`config.mk`:
```
export PLATFORM = sky130hd
export DESIGN_NAME = node_injector_flat
export DESIGN_NICKNAME = d
export VERILOG_FILES = /design/src/rtl/noc_params.sv /design/src/rtl/node_injector_pkg.sv /design/src/rtl/node_injector_if.sv /design/src/rtl/node_injector_vc_select.sv /design/src/rtl/node_injector.sv /design/src/flat_wrapper.sv
export SDC_FILE = /design/constraint.sdc
export NUM_CORES = 1
export LEC_CHECK = 0
export BUFFER_PORTS_ARGS = -buffer_cell sky130_fd_sc_hd__buf_2
export CORE_MARGIN = 3
export CORE_UTILIZATION = 47
export DETAILED_ROUTE_END_ITERATION = 8
export PLACE_DENSITY = 0.76
export RECOVER_POWER = 100
export SETUP_SLACK_MARGIN = 0.2
export SLEW_MARGIN = 15
export SYNTH_ARGS = -nofsm -noshare
export SYNTH_HDL_FRONTEND = slang
export SYNTH_SLANG_ARGS = --single-unit
```
`constraint.sdc`:
```
create_clock -name clk -period 2.08 [get_ports clk]
set_input_delay 0.208 -clock clk [delete_from_list [all_inputs] [get_ports clk]]
set_output_delay 0.208 -clock clk [all_outputs]
set_load 0.02 [all_outputs]
```
`src/rtl/noc_params.sv`:
```
// Shared NoC sizing and flit format used by mesh routers and their local-port endpoints.
package noc_params;

  localparam int VC_NUM            = 4;
  localparam int VC_SIZE           = $clog2(VC_NUM);
  localparam int DEST_ADDR_SIZE_X  = 2;
  localparam int DEST_ADDR_SIZE_Y  = 2;
  localparam int FLIT_DATA_SIZE    = 16;
  localparam int HEAD_PAYLOAD_SIZE = FLIT_DATA_SIZE - DEST_ADDR_SIZE_X - DEST_ADDR_SIZE_Y;

  typedef enum logic [1:0] {HEAD, BODY, TAIL, HEADTAIL} flit_label_t;

  // Layout of the data field in a HEAD/HEADTAIL flit; routers read the destination from it.
  typedef struct packed {
    logic [DEST_ADDR_SIZE_X-1:0]  x_dest;
    logic [DEST_ADDR_SIZE_Y-1:0]  y_dest;
    logic [HEAD_PAYLOAD_SIZE-1:0] head_pl;
  } head_data_t;

  typedef struct packed {
    flit_label_t               flit_label;
    logic [VC_SIZE-1:0]        vc_id;
    logic [FLIT_DATA_SIZE-1:0] data;
  } flit_t;

endpackage

```
`src/rtl/node_injector_pkg.sv`:
```
// Injector-local types: FSM state encoding and the flit labelling rule.
package node_injector_pkg;
  import noc_params::*;

  typedef enum logic [1:0] {IDLE, VC_SEL, SEND} injector_state_t;

  // A single-flit packet is HEADTAIL; otherwise first is HEAD, last is TAIL, the rest BODY.
  function automatic flit_label_t pick_label(input logic single, input logic first,
                                             input logic last);
    if (single)     return HEADTAIL;
    else if (first) return HEAD;
    else if (last)  return TAIL;
    else            return BODY;
  endfunction

endpackage

```
`src/rtl/node_injector_if.sv`:
```
// Descriptor, payload and router-local-port signals of one node injector.
interface node_injector_if
  import noc_params::*;
#(
  parameter int LEN_W = 4,
  parameter int CNT_W = 32
);

  logic                        pkt_valid_i;
  logic                        pkt_ready_o;
  logic [DEST_ADDR_SIZE_X-1:0] pkt_dest_x_i;
  logic [DEST_ADDR_SIZE_Y-1:0] pkt_dest_y_i;
  logic [LEN_W-1:0]            pkt_len_i;
  logic                        pld_valid_i;
  logic                        pld_ready_o;
  logic [FLIT_DATA_SIZE-1:0]   pld_data_i;
  flit_t                       data_o;
  logic                        is_valid_o;
  logic [VC_NUM-1:0]           is_on_off_i;
  logic [VC_NUM-1:0]           is_allocatable_i;
  logic                        busy_o;
  logic                        pkt_sent_o;
  logic                        error_o;
  logic [CNT_W-1:0]            flit_cnt_o;

  // master: traffic source plus router feedback; slave: the injector itself.
  modport master (
    output pkt_valid_i, pkt_dest_x_i, pkt_dest_y_i, pkt_len_i,
           pld_valid_i, pld_data_i, is_on_off_i, is_allocatable_i,
    input  pkt_ready_o, pld_ready_o, data_o, is_valid_o,
           busy_o, pkt_sent_o, error_o, flit_cnt_o
  );

  modport slave (
    input  pkt_valid_i, pkt_dest_x_i, pkt_dest_y_i, pkt_len_i,
           pld_valid_i, pld_data_i, is_on_off_i, is_allocatable_i,
    output pkt_ready_o, pld_ready_o, data_o, is_valid_o,
           busy_o, pkt_sent_o, error_o, flit_cnt_o
  );

endinterface

```
`src/rtl/node_injector_vc_select.sv`:
```
// Rotating-priority search: first set request bit at or above ptr, wrapping around.
module injector_vc_select #(
  parameter int N = 4,
  parameter int W = 2
) (
  input  logic [N-1:0] req,
  input  logic [W-1:0] ptr,
  output logic [W-1:0] grant,
  output logic         found
);

  // NOTE: every always_comb output gets a default before any branch, so no path can infer a latch.
  always_comb begin
    grant = '0;
    found = 1'b0;
    for (int i = 0; i < N; i++) begin
      if (!found && req[(int'(ptr) + i) % N]) begin
        grant = W'((int'(ptr) + i) % N);
        found = 1'b1;
      end
    end
  end

endmodule

```
`src/rtl/node_injector.sv`:
```
// Local-port traffic source: turns (dest, len) descriptors plus a payload stream into
// a HEAD/BODY/TAIL flit sequence on one round-robin-chosen virtual channel.
module node_injector
  import noc_params::*;
  import node_injector_pkg::*;
#(
  parameter int X_CURRENT     = 0,
  parameter int Y_CURRENT     = 0,
  parameter int MAX_PKT_FLITS = 8,
  parameter int LEN_W         = $clog2(MAX_PKT_FLITS + 1),
  parameter int CNT_W         = 32
) (
  input logic            clk,
  input logic            rst,
  node_injector_if.slave bus
);

  // Node coordinates are debug labels only; this block exists solely for illegal placements.
  if (X_CURRENT < 0 || Y_CURRENT < 0 || MAX_PKT_FLITS < 1) begin : g_bad_config
  end

  injector_state_t             state_q, state_d;
  logic [VC_SIZE-1:0]          rr_ptr_q, vc_q, grant;
  logic                        found;
  logic [DEST_ADDR_SIZE_X-1:0] dest_x_q;
  logic [DEST_ADDR_SIZE_Y-1:0] dest_y_q;
  logic [LEN_W-1:0]            len_q, remaining_q;
  flit_t                       data_q, flit_d;
  head_data_t                  head_d;
  logic                        valid_q, sent_q, error_q;
  logic [CNT_W-1:0]            cnt_q;
  logic                        pkt_hs, pld_hs, len_ok, first_word, last_word;

  assign bus.pkt_ready_o = (state_q == IDLE);
  assign bus.pld_ready_o = (state_q == SEND) && bus.is_on_off_i[vc_q];
  assign bus.busy_o      = (state_q != IDLE);
  assign bus.data_o      = data_q;
  assign bus.is_valid_o  = valid_q;
  assign bus.pkt_sent_o  = sent_q;
  assign bus.error_o     = error_q;
  assign bus.flit_cnt_o  = cnt_q;

  assign pkt_hs     = bus.pkt_valid_i && bus.pkt_ready_o;
  assign pld_hs     = bus.pld_valid_i && bus.pld_ready_o;
  assign len_ok     = (bus.pkt_len_i != '0) && (bus.pkt_len_i <= LEN_W'(MAX_PKT_FLITS));
  assign first_word = (remaining_q == len_q);
  assign last_word  = (remaining_q == LEN_W'(1));

  // Only VCs that are both free and currently accepting traffic may be locked.
  injector_vc_select #(
    .N (VC_NUM),
    .W (VC_SIZE)
  ) u_vc_select (
    .req   (bus.is_allocatable_i & bus.is_on_off_i),
    .ptr   (rr_ptr_q),
    .grant (grant),
    .found (found)
  );

  always_comb begin
    state_d = state_q;
    case (state_q)
      IDLE:    if (pkt_hs && len_ok)    state_d = VC_SEL;
      VC_SEL:  if (found)               state_d = SEND;
      SEND:    if (pld_hs && last_word) state_d = IDLE;
      default:                          state_d = IDLE;
    endcase
  end

  always_comb begin
    head_d.x_dest     = dest_x_q;
    head_d.y_dest     = dest_y_q;
    head_d.head_pl    = bus.pld_data_i[HEAD_PAYLOAD_SIZE-1:0];
    flit_d.flit_label = pick_label(len_q == LEN_W'(1), first_word, last_word);
    flit_d.vc_id      = vc_q;
    flit_d.data       = first_word ? head_d : bus.pld_data_i;
  end

  // NOTE: sequential state is updated with non-blocking assignments only, so every register
  // samples pre-edge values regardless of block ordering.
  always_ff @(posedge clk or posedge rst) begin
    if (rst) state_q <= IDLE;
    else     state_q <= state_d;
  end

  always_ff @(posedge clk or posedge rst) begin
    if (rst) begin
      rr_ptr_q    <= '0;
      vc_q        <= '0;
      dest_x_q    <= '0;
      dest_y_q    <= '0;
      len_q       <= '0;
      remaining_q <= '0;
      data_q      <= '0;
      valid_q     <= 1'b0;
      sent_q      <= 1'b0;
      error_q     <= 1'b0;
      cnt_q       <= '0;
    end else begin
      valid_q <= pld_hs;
      sent_q  <= pld_hs && last_word;
      error_q <= pkt_hs && !len_ok;

      if (pkt_hs && len_ok) begin
        dest_x_q    <= bus.pkt_dest_x_i;
        dest_y_q    <= bus.pkt_dest_y_i;
        len_q       <= bus.pkt_len_i;
        remaining_q <= bus.pkt_len_i;
      end

      // The VC is locked here; later allocatable changes do not affect this packet.
      if (state_q == VC_SEL && found) begin
        vc_q     <= grant;
        rr_ptr_q <= (grant == VC_SIZE'(VC_NUM - 1)) ? '0 : grant + VC_SIZE'(1);
      end

      // data_q only moves on a handshake, so it holds the last flit during stalls.
      if (pld_hs) begin
        data_q      <= flit_d;
        remaining_q <= remaining_q - LEN_W'(1);
        cnt_q       <= cnt_q + CNT_W'(1);
      end
    end
  end

endmodule

```
`src/flat_wrapper.sv`:
```
// flat-port wrapper written by rule: the top's interface ports become plain ports
module node_injector_flat import noc_params::*; import node_injector_pkg::*;
#(
  parameter int X_CURRENT     = 0,
  parameter int Y_CURRENT     = 0,
  parameter int MAX_PKT_FLITS = 8,
  parameter int LEN_W         = $clog2(MAX_PKT_FLITS + 1),
  parameter int CNT_W         = 32
)
  (clk, rst, bus_pkt_valid_i, bus_pkt_dest_x_i, bus_pkt_dest_y_i, bus_pkt_len_i, bus_pld_valid_i, bus_pld_data_i, bus_is_on_off_i, bus_is_allocatable_i, bus_pkt_ready_o, bus_pld_ready_o, bus_data_o, bus_is_valid_o, bus_busy_o, bus_pkt_sent_o, bus_error_o, bus_flit_cnt_o);
  node_injector_if #(.LEN_W(LEN_W), .CNT_W(CNT_W)) bus_i ();
  input logic clk;
  input logic rst;
  input wire logic [$bits(bus_i.pkt_valid_i)-1:0] bus_pkt_valid_i;
  input wire logic [$bits(bus_i.pkt_dest_x_i)-1:0] bus_pkt_dest_x_i;
  input wire logic [$bits(bus_i.pkt_dest_y_i)-1:0] bus_pkt_dest_y_i;
  input wire logic [$bits(bus_i.pkt_len_i)-1:0] bus_pkt_len_i;
  input wire logic [$bits(bus_i.pld_valid_i)-1:0] bus_pld_valid_i;
  input wire logic [$bits(bus_i.pld_data_i)-1:0] bus_pld_data_i;
  input wire logic [$bits(bus_i.is_on_off_i)-1:0] bus_is_on_off_i;
  input wire logic [$bits(bus_i.is_allocatable_i)-1:0] bus_is_allocatable_i;
  output wire logic [$bits(bus_i.pkt_ready_o)-1:0] bus_pkt_ready_o;
  output wire logic [$bits(bus_i.pld_ready_o)-1:0] bus_pld_ready_o;
  output wire logic [$bits(bus_i.data_o)-1:0] bus_data_o;
  output wire logic [$bits(bus_i.is_valid_o)-1:0] bus_is_valid_o;
  output wire logic [$bits(bus_i.busy_o)-1:0] bus_busy_o;
  output wire logic [$bits(bus_i.pkt_sent_o)-1:0] bus_pkt_sent_o;
  output wire logic [$bits(bus_i.error_o)-1:0] bus_error_o;
  output wire logic [$bits(bus_i.flit_cnt_o)-1:0] bus_flit_cnt_o;
  assign bus_i.pkt_valid_i = bus_pkt_valid_i;
  assign bus_i.pkt_dest_x_i = bus_pkt_dest_x_i;
  assign bus_i.pkt_dest_y_i = bus_pkt_dest_y_i;
  assign bus_i.pkt_len_i = bus_pkt_len_i;
  assign bus_i.pld_valid_i = bus_pld_valid_i;
  assign bus_i.pld_data_i = bus_pld_data_i;
  assign bus_i.is_on_off_i = bus_is_on_off_i;
  assign bus_i.is_allocatable_i = bus_is_allocatable_i;
  assign bus_pkt_ready_o = bus_i.pkt_ready_o;
  assign bus_pld_ready_o = bus_i.pld_ready_o;
  assign bus_data_o = bus_i.data_o;
  assign bus_is_valid_o = bus_i.is_valid_o;
  assign bus_busy_o = bus_i.busy_o;
  assign bus_pkt_sent_o = bus_i.pkt_sent_o;
  assign bus_error_o = bus_i.error_o;
  assign bus_flit_cnt_o = bus_i.flit_cnt_o;
  node_injector #(.X_CURRENT(X_CURRENT), .Y_CURRENT(Y_CURRENT), .MAX_PKT_FLITS(MAX_PKT_FLITS), .LEN_W(LEN_W), .CNT_W(CNT_W)) u_core (.clk(clk), .rst(rst), .bus(bus_i));
endmodule
```
* Word-level counts from Yosys, hierarchy flattened
Index checks and enable logic that the tools add are counted.
Word-level totals: input port bits 36, output and inout port bits 58, logic and storage cells 94, register bits after elaboration 73, RAM bits 0, bits in read-only memories 0, bits in latches 0, memories 0
Cells by class: shifts and indexed selects 0, divide/modulo/power cells 0, add/subtract/negate cells 6, bitwise gates (word level) 4, multiply operators 0, reductions and logical operators 23, magnitude comparators 6, multiplexer cells 32, equality and inequality tests 9
Operators with widths (count):
- 32-bit by 1-bit adder with 32-bit output (second input constant) | 1
- 2-bit two-way mux | 11
- 16-bit two-way mux | 1
- 3-bit by 4-bit < comparator with 1-bit output (second input constant) | 3
- 1-bit two-way mux | 12
- 1-bit logical AND | 11
- 1-bit binary-select mux with 2-bit select | 5
- 4-bit by 1-bit equality test with 1-bit output (second input constant) | 2
- 4-bit two-way mux | 2
- 2-bit by 3-bit < comparator with 1-bit output (second input constant) | 2
- 2-bit one-hot mux with 3 select lines | 1
- 2-bit OR reduction | 3
- 2-bit by 1-bit adder with 2-bit output (second input constant) | 2
- 2-bit adder (second input constant) | 2
- 4-bit bitwise AND | 1
- 2-bit equality test (second input constant) | 2
- 4-bit equality test | 1
- 4-bit <= comparator (second input constant) | 1
- 1-bit logical NOT | 4
- 2-bit inequality test (second input constant) | 2
- 2-bit nonzero test | 2
- 4-bit nonzero test | 1
- 4-bit by 1-bit subtractor with 4-bit output (second input constant) | 1
- 1-bit bitwise AND (first input constant) | 3
- other kinds (4) | 4

* Longest topological paths before layout
Gate-level depths: netlist of run 1.
depth after elaboration 16, gate-level depth with buffers 7, mapped depth without buffers 6

* Hierarchy
A second synthesis of run 1 with hierarchy kept.
Unflattened totals: cell total of the unflattened synthesis 332, area, all modules 3460.8 um2
By module, submodules not included:
- node_injector | seq. area each 1826.8 um2, cells each 317, area an instance 3383.2 um2, instances 1
- injector_vc_select | seq. area each 0.0 um2, cells each 15, area an instance 77.6 um2, instances 1

* Least setup slack after synthesis of run 1
OpenSTA, ideal clock, no wires.
kind register to register, start point register u_core.cnt_q[14] (netlist: u_core.bus.flit_cnt_o[14]), end point register u_core.cnt_q[25] (netlist: u_core.bus.flit_cnt_o[25]), data arrival time 1767 ps, path slack 233 ps, data required time 2000 ps, cell stages (with the launch flop) 7, library setup time 80 ps, cell sequence dfrtp_1 -> nand4_2 -> or3_1 -> or3_1 -> buf_6 -> nor2_2 -> xor2_1
On the way: word-level cells in the longest chain between the ends 1
Ends and longest elaborated chain:
- start: declaration | RTL line node_injector.sv:31 | logic [CNT_W-1:0] cnt_q;
- start signal: assignment | RTL line node_injector.sv:121 | cnt_q <= cnt_q + CNT_W'(1);
- 32-bit by 1-bit adder with 32-bit output | RTL line node_injector.sv:121
No other way between the ends. A chain may end at the register's enable or synchronous reset.

* Final worst setup path of run 1
start point register u_core.cnt_q[14] (netlist: u_core.bus.flit_cnt_o[14]), end point register u_core.cnt_q[29] (netlist: u_core.bus.flit_cnt_o[29])
Same word-level chain as after synthesis.

==> results.py, run 1 <==
metrics = {
    "run_status": {
        "outcome": "complete, but fails checks",
        "violations": "capacitance limit, slew limit",
    },
    "sta": {
        "setup_ws_ns": 0.211,
        "rsz0062_at_grt": "yes",
        "timing.final.hold_violations": 0,
        "fin_crit_ns": 1.87,
        "fin_hold_ws_ns": 0.0551,
        "tns_ns": 0,
        "fin_skew_ns": 0.00969,
        "finalMaxSlewViolations": 36,
        "finalSetupViolCount": 0,
        "tightest_slew_ns": 1.51,
        "fmax_mhz": 535,
        "slew-limit-headroom": -0.0108,
        "min_period_over_period": 0.899,
    },
    "place": {
        "io_buffers": 93,
        "gp_congestion": 0.882,
        "dp_cells": 519,
        "place_ws_ns": 0.177,
        "dpl.hpwl_um": 5580,
        "placed_area_mm2": 0.00395,
    },
    "setup_path": {
        "crit_path_start_kind": "flip-flop",
        "worstSetupPathType": "flip-flop to flip-flop",
        "worstSetupEndpointType": "flip-flop",
        "crit_fanout": 6,
        "cp.required_ns": 2.34,
        "cp.arrival_ns": 2.13,
    },
    "drt": {
        "dr.pass1.iters": 4,
        "final_antenna_net_count": 0,
        "wire_per_inst_um": 13.9,
        "drc_errors": 0,
        "drt-total-wl_um": 7420,
        "vias": 2762,
        "vias_per_cell": 5.16,
        "dr.first_iter.drc_count": 88,
    },
    "synthesis": {
        "syn_area_per_cell_um2": 10.1,
        "synth_cells": 330,
        "seq_area_frac_synth": 0.547,
        "synth_cell_types": 45,
        "synth_seq_cells": 73,
        "synth_common_cells": "73 x dfrtp_1, 73 x nand2_1, 27 x xnor2_1",
        "async_flop_share": 1.00,
        "synth_top_area_frac": 0.547,
        "synth_edf_count": 0,
        "synth_top_area_cell": "dfrtp_1",
        "ys.flop_type": "dfrtp_1",
        "syn_area_mm2": 0.00334,
        "synth_nets": 369,
        "synth_area_leaders": "dfrtp_1 55%, nand2_1 8.2%, xnor2_1 7.1%",
        "yosysWarnings": 0,
    },
    "flow_run": {
        "cap_violations": 1,
    },
    "power": {
        "ir_worst_vdd_uv": 613,
        "leakage_nw": 1.94,
        "totalPowerFinal_mw": 4.83,
        "powerDensity_mw_per_mm2": 1180,
    },
    "floorplan": {
        "core-area_mm2": 0.00683,
        "die_area_mm2": 0.00816,
        "die_h_um": 90.3,
        "die_x_um": 90.3,
        "initial_core_util": 0.489,
        "design.portCount": 94,
        "rows": 30,
    },
    "final_layout": {
        "fin_cells": 535,
        "syn2layout_area_growth_pct": 22.8,
        "drive_gt1_frac": 0.162,
        "antennaDiodeCount": 0,
        "nets": 474,
        "stdcell_area_mm2": 0.00410,
        "utilization": 0.601,
        "num-fill-cells": 653,
    },
    "worst_hold_path": {
        "hold_class": "input pin to flip-flop",
    },
    "clock_tree": {
        "postCtsHoldBufs": 0,
        "cts_sinks": 73,
        "clkSlewWorstSetupHoldPaths_ns": 0.08,
        "cts-htree-levels": 3,
        "cts_tree": "yes",
        "cts-root-buf": "clkbuf_8",
        "cts_buffers": 9,
        "clock_path_buffers": 2,
        "worstSkewPairLatency_ns": 0.34,
    },
    "global_route": {
        "grt.overflow.total": 0,
        "grt_pass1_vias": 2737,
        "gr-usage-met3": 0.0617,
        "grt_use_met1": 0.226,
        "grt_usage": 0.186,
        "grt_max_degree": 38,
        "grt_antenna_before_repair": 0,
        "gr-usage-met2": 0.312,
        "grt-busiest-layer": "met2",
        "grt_pass1_wl_um": 12400,
    },
}
==> flip-flops by register name (all words and copies together) (netlist names), named ones only <==
signal	count
u_core.bus.data_o	20
u_core.bus.error_o	1
u_core.bus.flit_cnt_o	32
u_core.bus.is_valid_o	1
u_core.bus.pkt_sent_o	1
u_core.dest_x_q	2
u_core.dest_y_q	2
u_core.len_q	4
u_core.remaining_q	4
u_core.rr_ptr_q	1
u_core.state_q	2
u_core.vc_q	2
==> timing repair <==
item,4_1_cts,5_1_grt
pin swaps,0,2
endpoints found under the setup margin,8,14
gates resized for setup,1,14
buffers inserted,0,1
hold endpoints to repair,0,0
==> worst max-delay path, stage by stage (launching register included) <==
cell	delay, ns
dfrtp_1	0.46
nand4_2	0.19
or3_1	0.45
or3_4	0.39
nor2_1	0.14
xor2_1	0.16
==> final cells by class <==
| class | count | area (um^2) | share of cell area |
|---|---|---|---|
| clock buffers | 10 | 138 | 0.0335 |
| multi-input cells | 239 | 1450 | 0.353 |
| well taps | 96 | 120 | 0.0293 |
| flip-flops and latches | 73 | 1830 | 0.445 |
| inverters | 10 | 38.8 | 0.00945 |
| repair buffers | 102 | 453 | 0.110 |
| clock inverters | 5 | 80.1 | 0.0195 |
==> report_power, final <==
| part | switching, mW | internal, mW | leakage [nW] |
|---|---|---|---|
| logic | 0.919 | 0.577 | 0.895 |
| clock network | 0.506 | 0.699 | 0.104 |
| registers | 0.323 | 1.80 | 0.941 |
| total | 1.75 | 3.08 | 1.94 |
==> final timing paths <==
path / from / endpoint / slack, ns / cells after the start
max in group asynchronous: rst / u_core.bus.flit_cnt_o[23] / 0.55 / 3
min reg2reg: u_core.bus.flit_cnt_o[31] / u_core.bus.flit_cnt_o[31] / 0.47 / 1
min: bus_pld_data_i[6] / u_core.bus.data_o[6] / 0.06 / 3
max: u_core.bus.flit_cnt_o[14] / u_core.bus.flit_cnt_o[29] / 0.21 / 5
min in group asynchronous: rst / u_core.bus.data_o[3] / 0.21 / 2
max reg2reg: u_core.bus.flit_cnt_o[14] / u_core.bus.flit_cnt_o[29] / 0.21 / 5
==> cell families after synthesis <==
kind of cell,synth area share
multiplexers,0.0416
XOR/XNOR,0.0970
AND/OR/NAND/NOR,0.216
adder cells (fa/ha/maj),0.0112
flip-flops,0.547
buffers and inverters,0.0236
AO/OA/AOI/OAI,0.0640
==> cells in the final DEF (no fill, tap or decap), types with 2 or more instances in the layout <==
cell         n
nand2_1     73
dfrtp_1     73
clkbuf_1    62
buf_2       37
xnor2_1     27
nor2_1      21
o21ai_0     17
nand3_1     14
nand4_1     12
xor2_1      10
clkbuf_8    10
inv_1        8
nor3_1       6
mux2i_1      6
a21oi_1      5
mux2_2       5
and2_1       4
and3_1       3
a31oi_1      3
ha_1         3
nor2b_1      2
nand3b_1     2
nand2b_1     2
and2_0       2
bufinv_16    2
clkinvlp_4   2
buf_4        2
==> routing by layer <==
metal	part of all wire	up-vias
met1	0.43	1325
met4	0.0086	0
met5	0	-
met2	0.50	94
li1	-	1335
met3	0.059	8
No activity file was read; power rests on OpenSTA's default activity.
==> run 2, diff against run 1 <==
Settings changed: MAX_ROUTING_LAYER set to met4.
==> run 2 against run 1 <==
Against the previous run: the run still ends with capacitance limit, slew limit left; die area unchanged; sequential cell count stayed put; routed wire length fell by 0.22%; final cell count stayed put; critical path depth stayed put; power is essentially flat; utilization stayed put; maximum frequency is essentially flat; global-route usage grew 0.50 points; first-iteration DRC count rose by 5.7%; critical endpoint unchanged; highest routed layer unchanged.
==> results.py, run 2 (synthesis gave the netlist of run 1 again) <==
metrics = {
    "floorplan": {
        "die_area_mm2": 0.00816,
        "initial_core_util": 0.489,
        "die_x_um": 90.3,
        "core-area_mm2": 0.00683,
        "rows": 30,
        "design.portCount": 94,
        "die_h_um": 90.3,
    },
    "global_route": {
        "grt_max_degree": 38,
        "grt_usage": 0.191,
        "grt_pass1_vias": 2738,
        "grt_pass1_wl_um": 12400,
        "grt_antenna_before_repair": 0,
        "grt.overflow.total": 0,
    },
    "clock_tree": {
        "cts-root-buf": "clkbuf_8",
        "cts_sinks": 73,
        "cts-htree-levels": 3,
        "cts_tree": "yes",
        "clock_path_buffers": 2,
        "cts_buffers": 9,
        "clkSlewWorstSetupHoldPaths_ns": 0.08,
        "postCtsHoldBufs": 0,
        "worstSkewPairLatency_ns": 0.34,
    },
    "drt": {
        "wl_met1_um": 3220,
        "dr.first_iter.drc_count": 93,
        "wl_met2_um": 3670,
        "vias": 2754,
        "wl_met3_um": 416,
        "drc_errors": 0,
        "drt-total-wl_um": 7410,
        "dr.pass1.iters": 4,
        "top_layer_used": "met4",
        "final_antenna_net_count": 0,
        "vias_per_cell": 5.15,
        "wire_per_inst_um": 13.8,
    },
    "sta": {
        "finalSetupViolCount": 0,
        "fin_skew_ns": 0.00946,
        "rsz0062_at_grt": "yes",
        "finalMaxSlewViolations": 36,
        "fin_crit_ns": 1.87,
        "timing.final.hold_violations": 0,
        "tns_ns": 0,
        "min_period_over_period": 0.898,
        "setup_ws_ns": 0.212,
        "fmax_mhz": 535,
        "tightest_slew_ns": 1.51,
        "slew-limit-headroom": -0.0109,
    },
    "run_status": {
        "outcome": "complete, but fails checks",
        "violations": "capacitance limit, slew limit",
    },
    "setup_path": {
        "max_stage_delay_ns": 0.46,
        "crit_chain": "nand4_2 > or3_1 > or3_4 > nor2_1 > xor2_1",
        "crit_family": "simple AND/OR/NAND/NOR gates",
        "crit_buf_inv": 0,
        "worstSetupPathType": "flip-flop to flip-flop",
        "crit_fanout": 6,
        "cp_slowest_cell": "dfrtp_1",
        "crit_path_start_kind": "flip-flop",
        "cp.arrival_ns": 2.13,
        "r2r-start": "u_core.bus.flit_cnt_o[14]",
        "worstSetupEndpointType": "flip-flop",
        "worstSetupStartpoint": "u_core.bus.flit_cnt_o[14]",
        "cp.required_ns": 2.34,
    },
    "power": {
        "powerDensity_mw_per_mm2": 1180,
        "totalPowerFinal_mw": 4.83,
        "ir_worst_vdd_uv": 617,
        "leakage_nw": 1.94,
    },
    "place": {
        "gp_congestion": 0.896,
        "place_ws_ns": 0.177,
        "io_buffers": 93,
        "placed_area_mm2": 0.00395,
        "dpl.hpwl_um": 5580,
    },
    "final_layout": {
        "antennaDiodeCount": 0,
        "mostFrequentLayoutCells": "73 x nand2_1, 73 x dfrtp_1, 62 x clkbuf_1, 37 x buf_2, 27 x xnor2_1",
        "largest_register_ffs": 32,
        "stdcell_area_mm2": 0.00410,
        "num-fill-cells": 653,
        "drive_gt1_frac": 0.162,
        "syn2layout_area_growth_pct": 22.8,
        "nets": 474,
    },
    "worst_hold_path": {
        "hold_class": "input pin to flip-flop",
        "holdCritStartpoint": "bus_pld_data_i[6]",
    },
    "flow_run": {
        "cap_violations": 1,
    },
}
==> run 2: cell type report <==
| cell class | instances | area [um^2] | area share |
|---|---|---|---|
| Clock buffer | 10 | 138 | 0.0335 |
| Sequential cell | 73 | 1830 | 0.445 |
| Timing Repair Buffer | 102 | 453 | 0.110 |
| Inverter | 10 | 38.8 | 0.00945 |
| Multi-Input combinational cell | 239 | 1450 | 0.353 |
| Clock inverter | 5 | 80.1 | 0.0195 |
| Tap cell | 96 | 120 | 0.0293 |
==> run 2: path summary, 6_finish.rpt <==
kind,endpoint,slack [ns],depth (start not counted)
min reg2reg,u_core.bus.flit_cnt_o[31],0.47,1
min in group asynchronous,u_core.bus.data_o[3],0.21,2
max reg2reg,u_core.bus.flit_cnt_o[29],0.21,5
max in group asynchronous,u_core.bus.flit_cnt_o[23],0.55,3
max,u_core.bus.flit_cnt_o[29],0.21,5
min,u_core.bus.data_o[6],0.05,3
==> run 2: report_power, final <==
group          internal [mW]  leakage, nW  switching (mW)
combinational          0.577        0.895           0.917
sequential              1.80        0.941           0.323
clock                  0.699        0.104           0.507
total                   3.08         1.94            1.75
==> run 2: per-layer routing <==
layer | vias to the layer above | global-route usage
li1 | 1339 | -
met1 | 1327 | 0.228
met2 | 76 | 0.312
met3 | 12 | 0.0467
met4 | 0 | 0.0816
met5 | - | -
==> run 2: worst reg2reg max path: stages, from the launching register on <==
cell and delay [ns]:
dfrtp_1 0.46, nand4_2 0.19, or3_1 0.45, or3_4 0.39, nor2_1 0.14, xor2_1 0.16
==> run 2: timing repair <==
item,4_1_cts,5_1_grt
pin swaps,0,2
setup buffers,0,1
gates resized for setup,1,14
setup endpoints to repair,8,14
==> run 2: through the flow <==
stage	utilization	hold WS, ns	cells
global placement	0.578	0.373	519
finish	0.601	0.0534	535
CTS	0.611	0.00625	534
floorplan	-	0.313	330
global route	0.601	0.0575	535
detailed placement	0.578	0.382	519
==> run 3, diff against run 2 <==
Settings changed: ABC_AREA set to 1, CORE_UTILIZATION 47 to 49.
==> run 3 against run 2 <==
Against the previous run: the run ends with capacitance limit left; utilization up 0.65 points; critical path depth increased by 3; critical endpoint is now u_core.bus.flit_cnt_o[24]; synthesized cell count grew 60%; cell area increased by 17%; global-route usage up 2.9 points; synthesized area rose by 22%; sequential cell count is the same; critical path type unchanged; non-clock buffer count is 1 lower; routed wire length up 32%; first-iteration DRC count grew 91%.
==> results.py, run 3 <==
metrics = {
    "drt": {
        "wire_per_inst_um": 13.4,
        "final_antenna_net_count": 0,
        "drc_errors": 0,
        "vias_per_cell": 5.11,
        "dr.first_iter.drc_count": 178,
        "vias": 3741,
        "drt-total-wl_um": 9770,
        "dr.pass1.iters": 4,
    },
    "sta": {
        "min_period_over_period": 0.886,
        "tightest_slew_ns": 1.46,
        "fin_crit_ns": 1.84,
        "fmax_mhz": 543,
        "timing.final.hold_violations": 0,
        "finalSetupViolCount": 0,
        "fin_skew_ns": 0.00630,
        "finalMaxSlewViolations": 0,
        "rsz0062_at_grt": "yes",
        "slew-limit-headroom": 0.0215,
        "tns_ns": 0,
    },
    "clock_tree": {
        "cts_tree": "yes",
        "clkSlewWorstSetupHoldPaths_ns": 0.08,
        "cts-htree-levels": 3,
        "cts_sinks": 73,
        "cts-root-buf": "clkbuf_8",
        "post-cts-setup-buffers": 0,
        "worstSkewPairLatency_ns": 0.35,
        "clock_path_buffers": 2,
        "cts_buffers": 9,
    },
    "global_route": {
        "grt_pass1_vias": 3634,
        "grt_pass1_wl_um": 16800,
        "grt_usage": 0.221,
        "grt.overflow.total": 0,
        "gr-usage-met2": 0.361,
        "grt_use_met1": 0.275,
        "gr-usage-met3": 0.0402,
        "grt-busiest-layer": "met2",
        "grt_max_degree": 50,
        "grt_antenna_before_repair": 0,
    },
    "synthesis": {
        "syn_area_mm2": 0.00409,
        "synth_edf_count": 0,
        "synth_common_cells": "193 x nand2_1, 73 x dfrtp_1, 45 x inv_1",
        "synth_seq_cells": 73,
        "ys.flop_type": "dfrtp_1",
        "async_flop_share": 1.00,
        "yosysWarnings": 0,
        "synth_cells": 527,
        "synth_cell_types": 35,
        "synth_area_leaders": "dfrtp_1 45%, nand2_1 18%, xor2_1 4.3%",
        "yosysMostFrequentCell": "nand2_1",
        "synth_top_area_cell": "dfrtp_1",
        "synth_top_area_frac": 0.447,
        "seq_area_frac_synth": 0.447,
        "syn_area_per_cell_um2": 7.76,
        "synth_nets": 566,
    },
    "place": {
        "io_buffers": 93,
        "dp_cells": 715,
        "dpl.hpwl_um": 7370,
        "gp_congestion": 0.988,
    },
    "final_layout": {
        "mostFrequentLayoutCells": "193 x nand2_1, 72 x dfrtp_1, 60 x clkbuf_1, 45 x inv_1, 38 x nor2_1",
        "nets": 664,
        "syn2layout_area_growth_pct": 17.7,
        "layout_commonest_cell": "nand2_1",
        "drive_gt1_frac": 0.133,
        "utilization": 0.607,
        "antennaDiodeCount": 0,
        "fin_cells": 732,
        "largest_register_ffs": 32,
    },
    "floorplan": {
        "die_area_mm2": 0.00948,
        "core-area_mm2": 0.00793,
        "design.portCount": 94,
        "die_x_um": 97.4,
        "die_h_um": 97.4,
        "initial_core_util": 0.516,
        "rows": 32,
    },
    "setup_path": {
        "worstSetupEndpointType": "flip-flop",
        "cp.arrival_ns": 2.13,
        "crit_fanout": 5,
        "crit_path_start_kind": "flip-flop",
        "worstSetupPathType": "flip-flop to flip-flop",
        "cp.required_ns": 2.36,
    },
    "power": {
        "leakage_nw": 2.31,
        "powerDensity_mw_per_mm2": 1230,
        "ir_worst_vdd_uv": 717,
    },
    "worst_hold_path": {
        "hold_class": "input pin to flip-flop",
    },
    "run_status": {
        "violations": "capacitance limit",
        "outcome": "complete, but fails checks",
    },
    "flow_run": {
        "cap_violations": 1,
    },
}
run 3: cell count changes after synthesis, moves of 8 or more:
cell / change
nand2_1: +120
nor3_1: +11
o21ai_1: +17
inv_1: +35
nor2_1: +17
xnor2_1: -13
nand3_1: +8
xor2_1: +10
run 3: final timing paths:
path / cells past startpoint / startpoint / slack [ns] / endpoint
min: 3 / bus_pld_data_i[2] / 0.05 / u_core.bus.data_o[2]
max: 8 / u_core.bus.flit_cnt_o[0] / 0.24 / u_core.bus.flit_cnt_o[24]
min reg2reg: 2 / u_core.bus.data_o[1] / 0.48 / u_core.bus.data_o[1]
max reg2reg: 8 / u_core.bus.flit_cnt_o[0] / 0.24 / u_core.bus.flit_cnt_o[24]
min in group asynchronous: 3 / rst / 0.72 / u_core.bus.flit_cnt_o[11]
max in group asynchronous: 4 / rst / 0.45 / u_core.bus.flit_cnt_o[28]
run 3: routing by layer:
layer / wire [um] / share of wire / up-vias
met1: 4350 / 0.44 / 1750
met3: 458 / 0.047 / 23
met5: 0 / 0 / -
met4: 204 / 0.021 / 0
met2: 4760 / 0.49 / 100
li1: - / - / 1868
run 3: cell families (layout without fill, tap and decap cells):
kind of cell,Yosys count,in the layout,share of synthesized area
compound gates,49,49,0.0716
fa+ha+maj,3,3,0.00918
buf+inv,64,167,0.0685
xor+xnor,34,34,0.0728
simple gates,304,304,0.331
flops,73,73,0.447
run 3: stage by stage:
| step | setup slack [ns] | hold WS (ns) | total power [mW] | cell area, um^2 |
|---|---|---|---|---|
| detailed placement | 0.307 | 0.363 | 4.78 | 4680 |
| finish | 0.237 | 0.0538 | 5.91 | 4810 |
| global placement | 0.349 | 0.355 | 4.67 | 4680 |
| global route | 0.112 | 0.0501 | 6.37 | 4810 |
| floorplan | 0.383 | 0.325 | 4.06 | 4090 |
| CTS | 0.303 | 0.0420 | 6.05 | 4920 |
run 3: area by class of cell:
type	instances	area [um^2]
timing repair buffer	101	485
inverter	50	189
sequential	73	1830
multi-input combinational	390	1950
clock buffer	10	138
tap	102	128
fill	762	3120
clock inverter	6	90.1
run 3: power breakdown:
part / internal (mW) / total (mW) / switching, mW
combinational: 0.770 / 2.44 / 1.67
clock: 0.712 / 1.27 / 0.556
sequential: 1.85 / 2.20 / 0.352
total: 3.33 / 5.91 / 2.58
run 3: critical path, stage by stage (launching register included):
cell	delay [ns]
dfrtp_1	0.44
ha_1	0.23
inv_1	0.07
nor2_1	0.26
nand2_1	0.19
nor4_2	0.28
xor2_1	0.18
nand2_1	0.07
nand2_1	0.06
run 3: repair_timing:
| item | in CTS | in global routing |
|---|---|---|
| endpoints found under the setup margin | 0 | 9 |
| resized for setup | 0 | 3 |
| hold buffers | 1 | 0 |
| hold endpoints to repair | 30 | 0 |
